==> config.mk <==
export PLATFORM = sky130hd
export DESIGN_NAME = wb_find_reader
export DESIGN_NICKNAME = d
export VERILOG_FILES = /design/src/rtl/wb_find_reader.sv
export SDC_FILE = /design/constraint.sdc
export NUM_CORES = 1
export LEC_CHECK = 0
export BUFFER_PORTS_ARGS = -buffer_cell sky130_fd_sc_hd__buf_4
export CORE_ASPECT_RATIO = 0.5
export CORE_MARGIN = 3
export CORE_UTILIZATION = 30
export CTS_BUF_LIST = sky130_fd_sc_hd__clkbuf_4 sky130_fd_sc_hd__clkbuf_8
export DETAILED_ROUTE_END_ITERATION = 7
export SLEW_MARGIN = 20
export SYNTH_ARGS = -nofsm -noshare
export SYNTH_HDL_FRONTEND = slang
export SYNTH_SLANG_ARGS = --single-unit
export TNS_END_PERCENT = 20
==> constraint.sdc <==
create_clock -name wb_clk_i -period 1.8 [get_ports wb_clk_i]
set_input_delay 0.09 -clock wb_clk_i [delete_from_list [all_inputs] [get_ports wb_clk_i]]
set_output_delay 0.09 -clock wb_clk_i [all_outputs]
set_load 0.02 [all_outputs]
==> src/rtl/wb_find_reader.sv <==
// wb_find_reader: Wishbone classic-cycle master for the search-unit result slave.
// Soft-resets the units, polls STATUS every POLL_GAP idle cycles, reads SEQ/E of
// each newly finished unit once and streams the results out on a valid/ready port.
// Optional ack watchdog: define WB_FIND_READER_TIMEOUT_EN.
module wb_find_reader #(
  parameter logic [31:0] BASE_ADR       = 32'h3000_0000,
  parameter int unsigned SEQ_WIDTH      = 8,
  parameter int unsigned E_WIDTH        = 16,
  parameter int unsigned PARALLEL_UNITS = 2,
  parameter int unsigned POLL_GAP       = 16,
  parameter int unsigned TIMEOUT_CYCLES = 1024,
  localparam int unsigned UW = (PARALLEL_UNITS > 1) ? $clog2(PARALLEL_UNITS) : 1
) (
  input  logic                 wb_clk_i,
  input  logic                 wb_rst_ni,
  input  logic                 i_start,
  output logic                 o_busy,
  output logic                 o_done,
  output logic                 o_timeout,
  output logic                 wbm_cyc_o,
  output logic                 wbm_stb_o,
  output logic                 wbm_we_o,
  output logic [3:0]           wbm_sel_o,
  output logic [31:0]          wbm_adr_o,
  output logic [31:0]          wbm_dat_o,
  input  logic [31:0]          wbm_dat_i,
  input  logic                 wbm_ack_i,
  output logic                 o_valid,
  input  logic                 i_ready,
  output logic [UW-1:0]        o_unit,
  output logic [SEQ_WIDTH-1:0] o_seq,
  output logic [E_WIDTH-1:0]   o_e
);

  localparam int unsigned GW = (POLL_GAP > 1) ? $clog2(POLL_GAP + 1) : 1;

  typedef enum logic [3:0] {
    StIdle, StWrRst1, StWrRst0, StGap, StPoll, StRdSeq, StRdE, StOut, StFin
  } state_e;

  state_e                    state_q;
  logic [PARALLEL_UNITS-1:0] collected_q;
  logic [PARALLEL_UNITS-1:0] pending_q;
  logic [UW-1:0]             unit_q;
  logic [GW-1:0]             gap_q;

  logic                      bus_we;
  logic [31:0]               bus_adr;
  logic [31:0]               bus_dat;
  logic [PARALLEL_UNITS-1:0] status_pend;
  logic [PARALLEL_UNITS-1:0] unit_onehot;
  logic [PARALLEL_UNITS-1:0] coll_next;
  logic [PARALLEL_UNITS-1:0] pend_next;

  // Upper read-data bits are legitimately unused for narrow result fields.
  logic unused_dat;
  assign unused_dat = ^wbm_dat_i;

  assign wbm_sel_o = 4'hF;

  // Index of the lowest set bit; callers guarantee the mask is non-zero.
  function automatic logic [UW-1:0] lowest(input logic [PARALLEL_UNITS-1:0] m);
    logic [UW-1:0] r;
    r = '0;
    for (int i = PARALLEL_UNITS - 1; i >= 0; i--) begin
      if (m[i]) r = UW'(i);
    end
    return r;
  endfunction

  // Address/data of the bus cycle belonging to the current state, plus pending-mask bookkeeping.
  always_comb begin
    bus_we  = 1'b0;
    bus_dat = '0;
    bus_adr = BASE_ADR;
    case (state_q)
      StWrRst1: begin
        bus_we  = 1'b1;
        bus_dat = 32'd1;
      end
      StWrRst0: bus_we = 1'b1;
      StPoll:   bus_adr = BASE_ADR + 32'h4;
      StRdSeq:  bus_adr = BASE_ADR + 32'h8 + (32'(unit_q) << 3);
      StRdE:    bus_adr = BASE_ADR + 32'hC + (32'(unit_q) << 3);
      default:  ;
    endcase

    for (int i = 0; i < PARALLEL_UNITS; i++) begin
      unit_onehot[i] = (unit_q == UW'(i));
    end
    status_pend = wbm_dat_i[PARALLEL_UNITS-1:0] & ~collected_q;
    coll_next   = collected_q | unit_onehot;
    pend_next   = pending_q & ~coll_next;
  end

`ifdef WB_FIND_READER_TIMEOUT_EN
  localparam int unsigned TW = $clog2(TIMEOUT_CYCLES + 1);
  logic [TW-1:0] tmo_q;
`else
  assign o_timeout = 1'b0;
`endif

  // Control FSM with registered bus and stream outputs.
  always_ff @(posedge wb_clk_i or negedge wb_rst_ni) begin
    if (!wb_rst_ni) begin
      state_q     <= StIdle;
      collected_q <= '0;
      pending_q   <= '0;
      unit_q      <= '0;
      gap_q       <= '0;
      o_busy      <= 1'b0;
      o_done      <= 1'b0;
      wbm_cyc_o   <= 1'b0;
      wbm_stb_o   <= 1'b0;
      wbm_we_o    <= 1'b0;
      wbm_adr_o   <= '0;
      wbm_dat_o   <= '0;
      o_valid     <= 1'b0;
      o_unit      <= '0;
      o_seq       <= '0;
      o_e         <= '0;
`ifdef WB_FIND_READER_TIMEOUT_EN
      o_timeout   <= 1'b0;
      tmo_q       <= '0;
`endif
    end else begin
      o_done <= 1'b0;
`ifdef WB_FIND_READER_TIMEOUT_EN
      o_timeout <= 1'b0;
`endif
      case (state_q)
        StIdle: begin
          if (i_start) begin
            o_busy      <= 1'b1;
            collected_q <= '0;
            state_q     <= StWrRst1;
          end
        end

        StWrRst1, StWrRst0, StPoll, StRdSeq, StRdE: begin
          if (!wbm_cyc_o) begin
            // Entering a bus state always starts with cyc low, giving the idle cycle.
            wbm_cyc_o <= 1'b1;
            wbm_stb_o <= 1'b1;
            wbm_we_o  <= bus_we;
            wbm_adr_o <= bus_adr;
            wbm_dat_o <= bus_dat;
`ifdef WB_FIND_READER_TIMEOUT_EN
            tmo_q     <= '0;
`endif
          end else if (wbm_ack_i) begin
            wbm_cyc_o <= 1'b0;
            wbm_stb_o <= 1'b0;
            wbm_we_o  <= 1'b0;
            case (state_q)
              StWrRst1: state_q <= StWrRst0;
              StWrRst0: begin
                gap_q   <= '0;
                state_q <= StGap;
              end
              StPoll: begin
                if (status_pend == '0) begin
                  gap_q   <= '0;
                  state_q <= StGap;
                end else begin
                  pending_q <= status_pend;
                  unit_q    <= lowest(status_pend);
                  state_q   <= StRdSeq;
                end
              end
              StRdSeq: begin
                o_seq   <= wbm_dat_i[SEQ_WIDTH-1:0];
                state_q <= StRdE;
              end
              StRdE: begin
                o_e     <= wbm_dat_i[E_WIDTH-1:0];
                o_unit  <= unit_q;
                o_valid <= 1'b1;
                state_q <= StOut;
              end
              default: ;
            endcase
          end
`ifdef WB_FIND_READER_TIMEOUT_EN
          else if (tmo_q == TW'(TIMEOUT_CYCLES - 1)) begin
            wbm_cyc_o <= 1'b0;
            wbm_stb_o <= 1'b0;
            wbm_we_o  <= 1'b0;
            o_timeout <= 1'b1;
            o_busy    <= 1'b0;
            state_q   <= StIdle;
          end else begin
            tmo_q <= tmo_q + TW'(1);
          end
`endif
        end

        StGap: begin
          if (gap_q == GW'(POLL_GAP - 1)) begin
            gap_q   <= '0;
            state_q <= StPoll;
          end else begin
            gap_q <= gap_q + GW'(1);
          end
        end

        StOut: begin
          if (i_ready) begin
            o_valid     <= 1'b0;
            collected_q <= coll_next;
            if (coll_next == {PARALLEL_UNITS{1'b1}}) begin
              o_done  <= 1'b1;
              o_busy  <= 1'b0;
              state_q <= StFin;
            end else if (pend_next != '0) begin
              pending_q <= pend_next;
              unit_q    <= lowest(pend_next);
              state_q   <= StRdSeq;
            end else begin
              gap_q   <= '0;
              state_q <= StGap;
            end
          end
        end

        // o_done is high during this cycle, so a start here is not seen in StIdle.
        StFin: state_q <= StIdle;

        default: state_q <= StIdle;
      endcase
    end
  end

endmodule
==> impl_metrics.ini, run 1 <==
[power_and_ir_drop]
p_leak_nw = 1.70
p_per_area_nw_per_um2 = 1770
peakVddDrop_mv = 0.488
total_power_mw = 6.17

[floorplanning]
dieArea_um2 = 10700
rows = 24
coreArea_um2 = 8920
initial_core_util_pct = 31.6
die_h_um = 74.5
die_x_um = 143
ios = 137

[cts]
cts_sinks = 50
clock_tree.buffer_depth = 2
cts_tree = built
root_buffer = clkbuf_8
clk_pin_slew_ns = 0.09
clk_latency_ns = 0.29
htreeDepth = 2
cts_made_buffers = 5

[cells_and_area]
drive_gt1_share_pct = 36.0
area_growth_pct = 23.4
instances_no_fill = 461
finish.utilization_pct = 39.0
design_area_um2 = 3480
diodes = 0
nets = 381

[critical_path]
arrival_ns = 1.92
cp_top_family = simple AND/OR/NAND/NOR gates
critPathRequiredTime_ns = 1.98
cp_slowest_cell = dfrtp_1
cp_max_fo = 7
path_cells = and2_2, or3_1, nor2_4, mux2_1
max_stage_delay_ns = 0.45
crit_buf_inv = 0
cp-end-kind = flop
rr_worst_depth = 4
path_class = flop to flop
start_kind = flop
crit_cells = 4

[global_routing]
grt_pass1_vias = 1730
grt_overflow = 0
antenna_found_initial = 0
grt_start_max_net_pins = 51
grt_pass1_wl_um = 8510
gr-usage-all-layers_pct = 9.82

[yosys]
synth_most_common_cell = buf_4
dominantRegCellSynth = dfrtp_1
yosysWarnings = 0
seq_area_frac_synth_pct = 44.4
synth_top_area_share_pct = 44.4
synth_edf_count = 0
synthDistinctLibCells = 53
synth_cells = 262
synthArstFlopShare_pct = 100
ys_ff_latch = 50
postSynthAreaPerCell_um2 = 10.8
synth_commonest_cells = 65 x buf_4, 50 x dfrtp_1, 16 x mux2_2
netlist_area_um2 = 2820
yosysTopAreaCell = dfrtp_1
synth_area_leaders = dfrtp_1 44%, buf_4 17%, mux2_2 6.4%

[hold_path]
worstHoldPathType = input port to flop
hold_depth = 2

[placement]
gp_congestion = 0.863
hpwl_um = 4340
post-place-ws_ns = 0.00988
port_buffers = 57
placed_area_um2 = 3280
dp_cells = 448

[drt]
dr.first_iter.drc_count = 101
drt.antenna.violating_nets = 0
drc = 0
wire_per_inst_um = 12.4
firstDrtPassIters = 4
vias = 1950
viasPerCell = 4.23
wirelength_um = 5710

[sta]
timing.setup.tns_ns = 0
fin_crit_ns = 1.74
whs_ns = 0.0126
fin_crit_sh_pct = 96.6
rsz0062_at_grt = no
relSlewSlack_pct = 58.0
worst_slack_ns = 0.0617
slew_viol_final = 0
report.final.hold_viol_count = 0
tightest_slew_ns = 0.630
finClkSkew_ns = 0.00424
clock.fmax_mhz = 575
setup_violations = 0

[status]
status = complete, no violations

[run]
drv_cap = 0
-- layer usage --
layer	up-vias	GRT usage (%)	routed length [µm]
met3	2	1.99	365
li1	939	-	-
met2	79	15.9	2750
met4	0	2.32	12
met1	930	13.7	2590
met5	-	0	0
-- worst register-to-register path: stages (launching register included) --
cell	delay, ns
dfrtp_1	0.45
and2_2	0.25
or3_1	0.42
nor2_4	0.17
mux2_1	0.34
-- area by class of cell --
cell class,count,area [µm²]
Timing Repair Buffer,87,676
Clock buffer,6,76.3
Sequential cell,50,1250
Inverter,6,22.5
Tap cell,117,146
Clock inverter,2,37.5
Fill cell,867,5440
Multi-Input combinational cell,193,1260
-- final timing paths --
path,slack [ns],end,from
max,0.06,wbm_adr_o[2],state_q[0]
min,0.01,o_e[2],wbm_dat_i[2]
max reg2reg,0.06,wbm_adr_o[2],state_q[0]
min reg2reg,0.49,o_e[2],o_e[2]
max in group asynchronous,0.98,state_q[2],wb_rst_ni
min in group asynchronous,0.36,o_e[4],wb_rst_ni
-- logic make-up (layout without fill, tap and decap cells) --
family                     Yosys count  count (layout)  share of synthesized area (%)
buffers and inverters               80             101                           19.9
adders and majority gates            1               1                          0.444
xor gates and xnor gates             1               1                          0.311
muxes                               32              32                           12.7
DFF                                 50              50                           44.4
other                                2              63                          0.267
and+or+nand+nor                     57              57                           12.1
AOI/OAI and AO/OA                   39              39                           9.86
-- power breakdown --
part	switching, mW	leakage (nW)	total (mW)	internal [mW]
sequential	0.353	0.610	1.98	1.62
clock	0.356	0.0548	0.786	0.430
combinational	1.81	1.03	3.40	1.59
-- placed cells by master, fill, tap and decap left out, drive strengths merged, types with 2 or more instances in the layout --
master	count
nand3	5
o21a	2
nand4	2
buf	83
nor2b	3
nand2	12
mux2i	2
a21oi	10
nor4	2
nor2	12
dfrtp	50
dlygate4sd3	4
nand2b	5
conb	63
nor3	4
a21o	3
o21ai	5
clkbuf	6
mux2	30
nand3b	3
nor4b	2
a31oi	5
or3	2
inv	6
-- registers in the layout, summed over array words and instances (netlist names) --
signal and count:
gap_q 5, o_done 1, wbm_dat_o 1, collected_q 2, o_seq 8, pending_q 2
o_e 16, wbm_adr_o 4, wbm_stb_o 1, o_valid 1, wbm_we_o 1, wbm_cyc_o 1
state_q 4, o_busy 1, o_unit 1, unit_q 1
-- what timing repair did --
item | in CTS | in global routing
pin swaps | 0 | 2
resized for setup | 2 | 7
endpoints found under the setup margin | 1 | 13
buffers inserted | 0 | 1
hold endpoints to repair | 51 | 2
hold buffers | 2 | 2
Power figures use the tool's default switching activity.
==> run 2, diff against run 1 <==
==> constraint.sdc (replaced) <==
create_clock -name wb_clk_i -period 1.8 [get_ports wb_clk_i]
set_input_delay 0.18 -clock wb_clk_i [delete_from_list [all_inputs] [get_ports wb_clk_i]]
set_output_delay 0.18 -clock wb_clk_i [all_outputs]
set_load 0.02 [all_outputs]
==> run 2 against run 1 <==
Compared with the run above:
- clock power decreased by 17%
- sequential share of layout area increased by 0.14 points
- clock skew up 0.0044 ns
- critical endpoint is now unit_q
- critical path depth did not move
- cell count rose by 0.87%
- highest routed layer unchanged
- clock-buffer cell count is 1 lower
- first-iteration DRC count fell by 22%
- power down 0.59%
- worst hold slack improved by 0.069 ns
- setup slack better by 0.0071 ns
==> impl_metrics.ini, run 2 (synthesized netlist as in run 1, its figures left out) <==
[drt]
wirelength_um = 5670
viasPerCell = 4.28
drt.antenna.violating_nets = 0
firstDrtPassIters = 4
dr.first_iter.drc_count = 79
vias = 1988
drc = 0
wire_per_inst_um = 12.2

[cells_and_area]
regMostFlops = o_e
ff_latch_area_um2 = 1250
mostFrequentLayoutCells = 89 x buf_4, 63 x conb_1, 47 x dfrtp_1
final.fill_count = 873
nets = 385
multiInputGateArea_um2 = 1250
largest_reg_flops = 16
diodes = 0
area_growth_pct = 23.0
final_common_cell = buf_4
design_area_um2 = 3470
drive_gt1_share_pct = 37.4
largestRegisters = o_e (16), o_seq (8), gap_q (5)

[status]
status = complete, no violations

[global_routing]
grt_overflow = 0
gr-usage-all-layers_pct = 10.6
antenna_found_initial = 0
grt_pass1_vias = 1818
grt_start_max_net_pins = 51
grt_pass1_wl_um = 9090

[critical_path]
r2r_end = unit_q
arrival_ns = 1.92
r2r_setup_slack_ns = 0.07
start_kind = flop
cp_slowest_cell = dfrtp_1
cp_max_fo = 6
rr_worst_depth = 4
crit_buf_inv = 0
path_cells = or3b_1, a21oi_1, o2111ai_2, mux2_1
max_stage_delay_ns = 0.46
path_class = flop to flop
critPathRequiredTime_ns = 1.99
r2r_start = unit_q
cp-end-kind = flop
cp_top_family = flip-flops

[sta]
slew_viol_final = 0
clock.fmax_mhz = 578
finClkSkew_ns = 0.00865
timing.setup.tns_ns = 0
worst_slack_ns = 0.0689
fin_crit_sh_pct = 96.2
setup_violations = 0
rsz0062_at_grt = yes
fin_crit_ns = 1.73
tightest_slew_ns = 0.628
relSlewSlack_pct = 58.1
report.final.hold_viol_count = 0

[hold_path]
hold_depth = 2
hold_path_end = o_e[15]
min_from = wbm_dat_i[15]
worstHoldPathType = input port to flop

[cts]
cts_made_buffers = 5
clock_tree.buffer_depth = 2
clk_pin_slew_ns = 0.09
cts_tree = built
cts_sinks = 50
htreeDepth = 2
clk_latency_ns = 0.31
root_buffer = clkbuf_8

[floorplanning]
die_h_um = 74.5
die_x_um = 143
coreArea_um2 = 8920
ios = 137
dieArea_um2 = 10700
rows = 24
initial_core_util_pct = 31.6

[placement]
post-place-ws_ns = -0.00244
placed_area_um2 = 3330
gp_congestion = 0.895
port_buffers = 57
hpwl_um = 4360

[power_and_ir_drop]
p_per_area_nw_per_um2 = 1770
peakVddDrop_mv = 0.406
p_leak_nw = 1.70
total_power_mw = 6.13

[run]
drv_cap = 0
run 2: metrics by stage:
stage               util, %  hold slack (ns)  cells
detailed placement     37.3            0.253    454
global placement       37.3            0.254    454
finish                 38.9           0.0820    465
global route           38.9           0.0803    465
CTS                    38.6           0.0722    463
floorplan                 -           -0.116    323
run 2: cell type report:
cell class	count	area share (%)
inverters	6	0.650
clock inverters	3	0.613
multi-input cells	193	36.2
clock buffers	5	1.98
flip-flops and latches	50	36.2
repair buffers	91	20.1
well taps	117	4.22
run 2: worst max-delay path by stage:
stage	slack [ns]	depth (start not counted)	end	start
final	0.07	4	unit_q	unit_q
after global routing	-0.02	4	unit_q	collected_q[0]
after CTS	0.004	5	o_seq[5]	state_q[2]
after detailed placement	-0.002	5	state_q[1]	state_q[1]
after global placement	-0.02	5	state_q[2]	state_q[1]
after floorplan	0.05	4	o_seq[0]	wbm_cyc_o
run 2: per-layer routing:
layer / vias to the layer above / GRT usage (%) / part of all wire [%]
met5: - / 0 / 0
met4: 0 / 4.43 / 1.6
met3: 7 / 1.99 / 7.2
met2: 81 / 16.6 / 48
met1: 957 / 14.7 / 44
li1: 943 / - / -
run 2: what timing repair did:
item                                   in CTS  in global routing
pin swaps                                   0                  2
cloned                                      0                  0
buffers inserted                            0                  2
hold buffers                                1                  0
endpoints found under the hold margin      50                  0
setup endpoints to repair                   4                 33
resized for setup                           2                  6
run 2: report_power, final:
part / switching, mW / internal [mW]
registers: 0.365 / 1.63
clock network: 0.382 / 0.274
logic: 1.80 / 1.69
total: 2.54 / 3.58
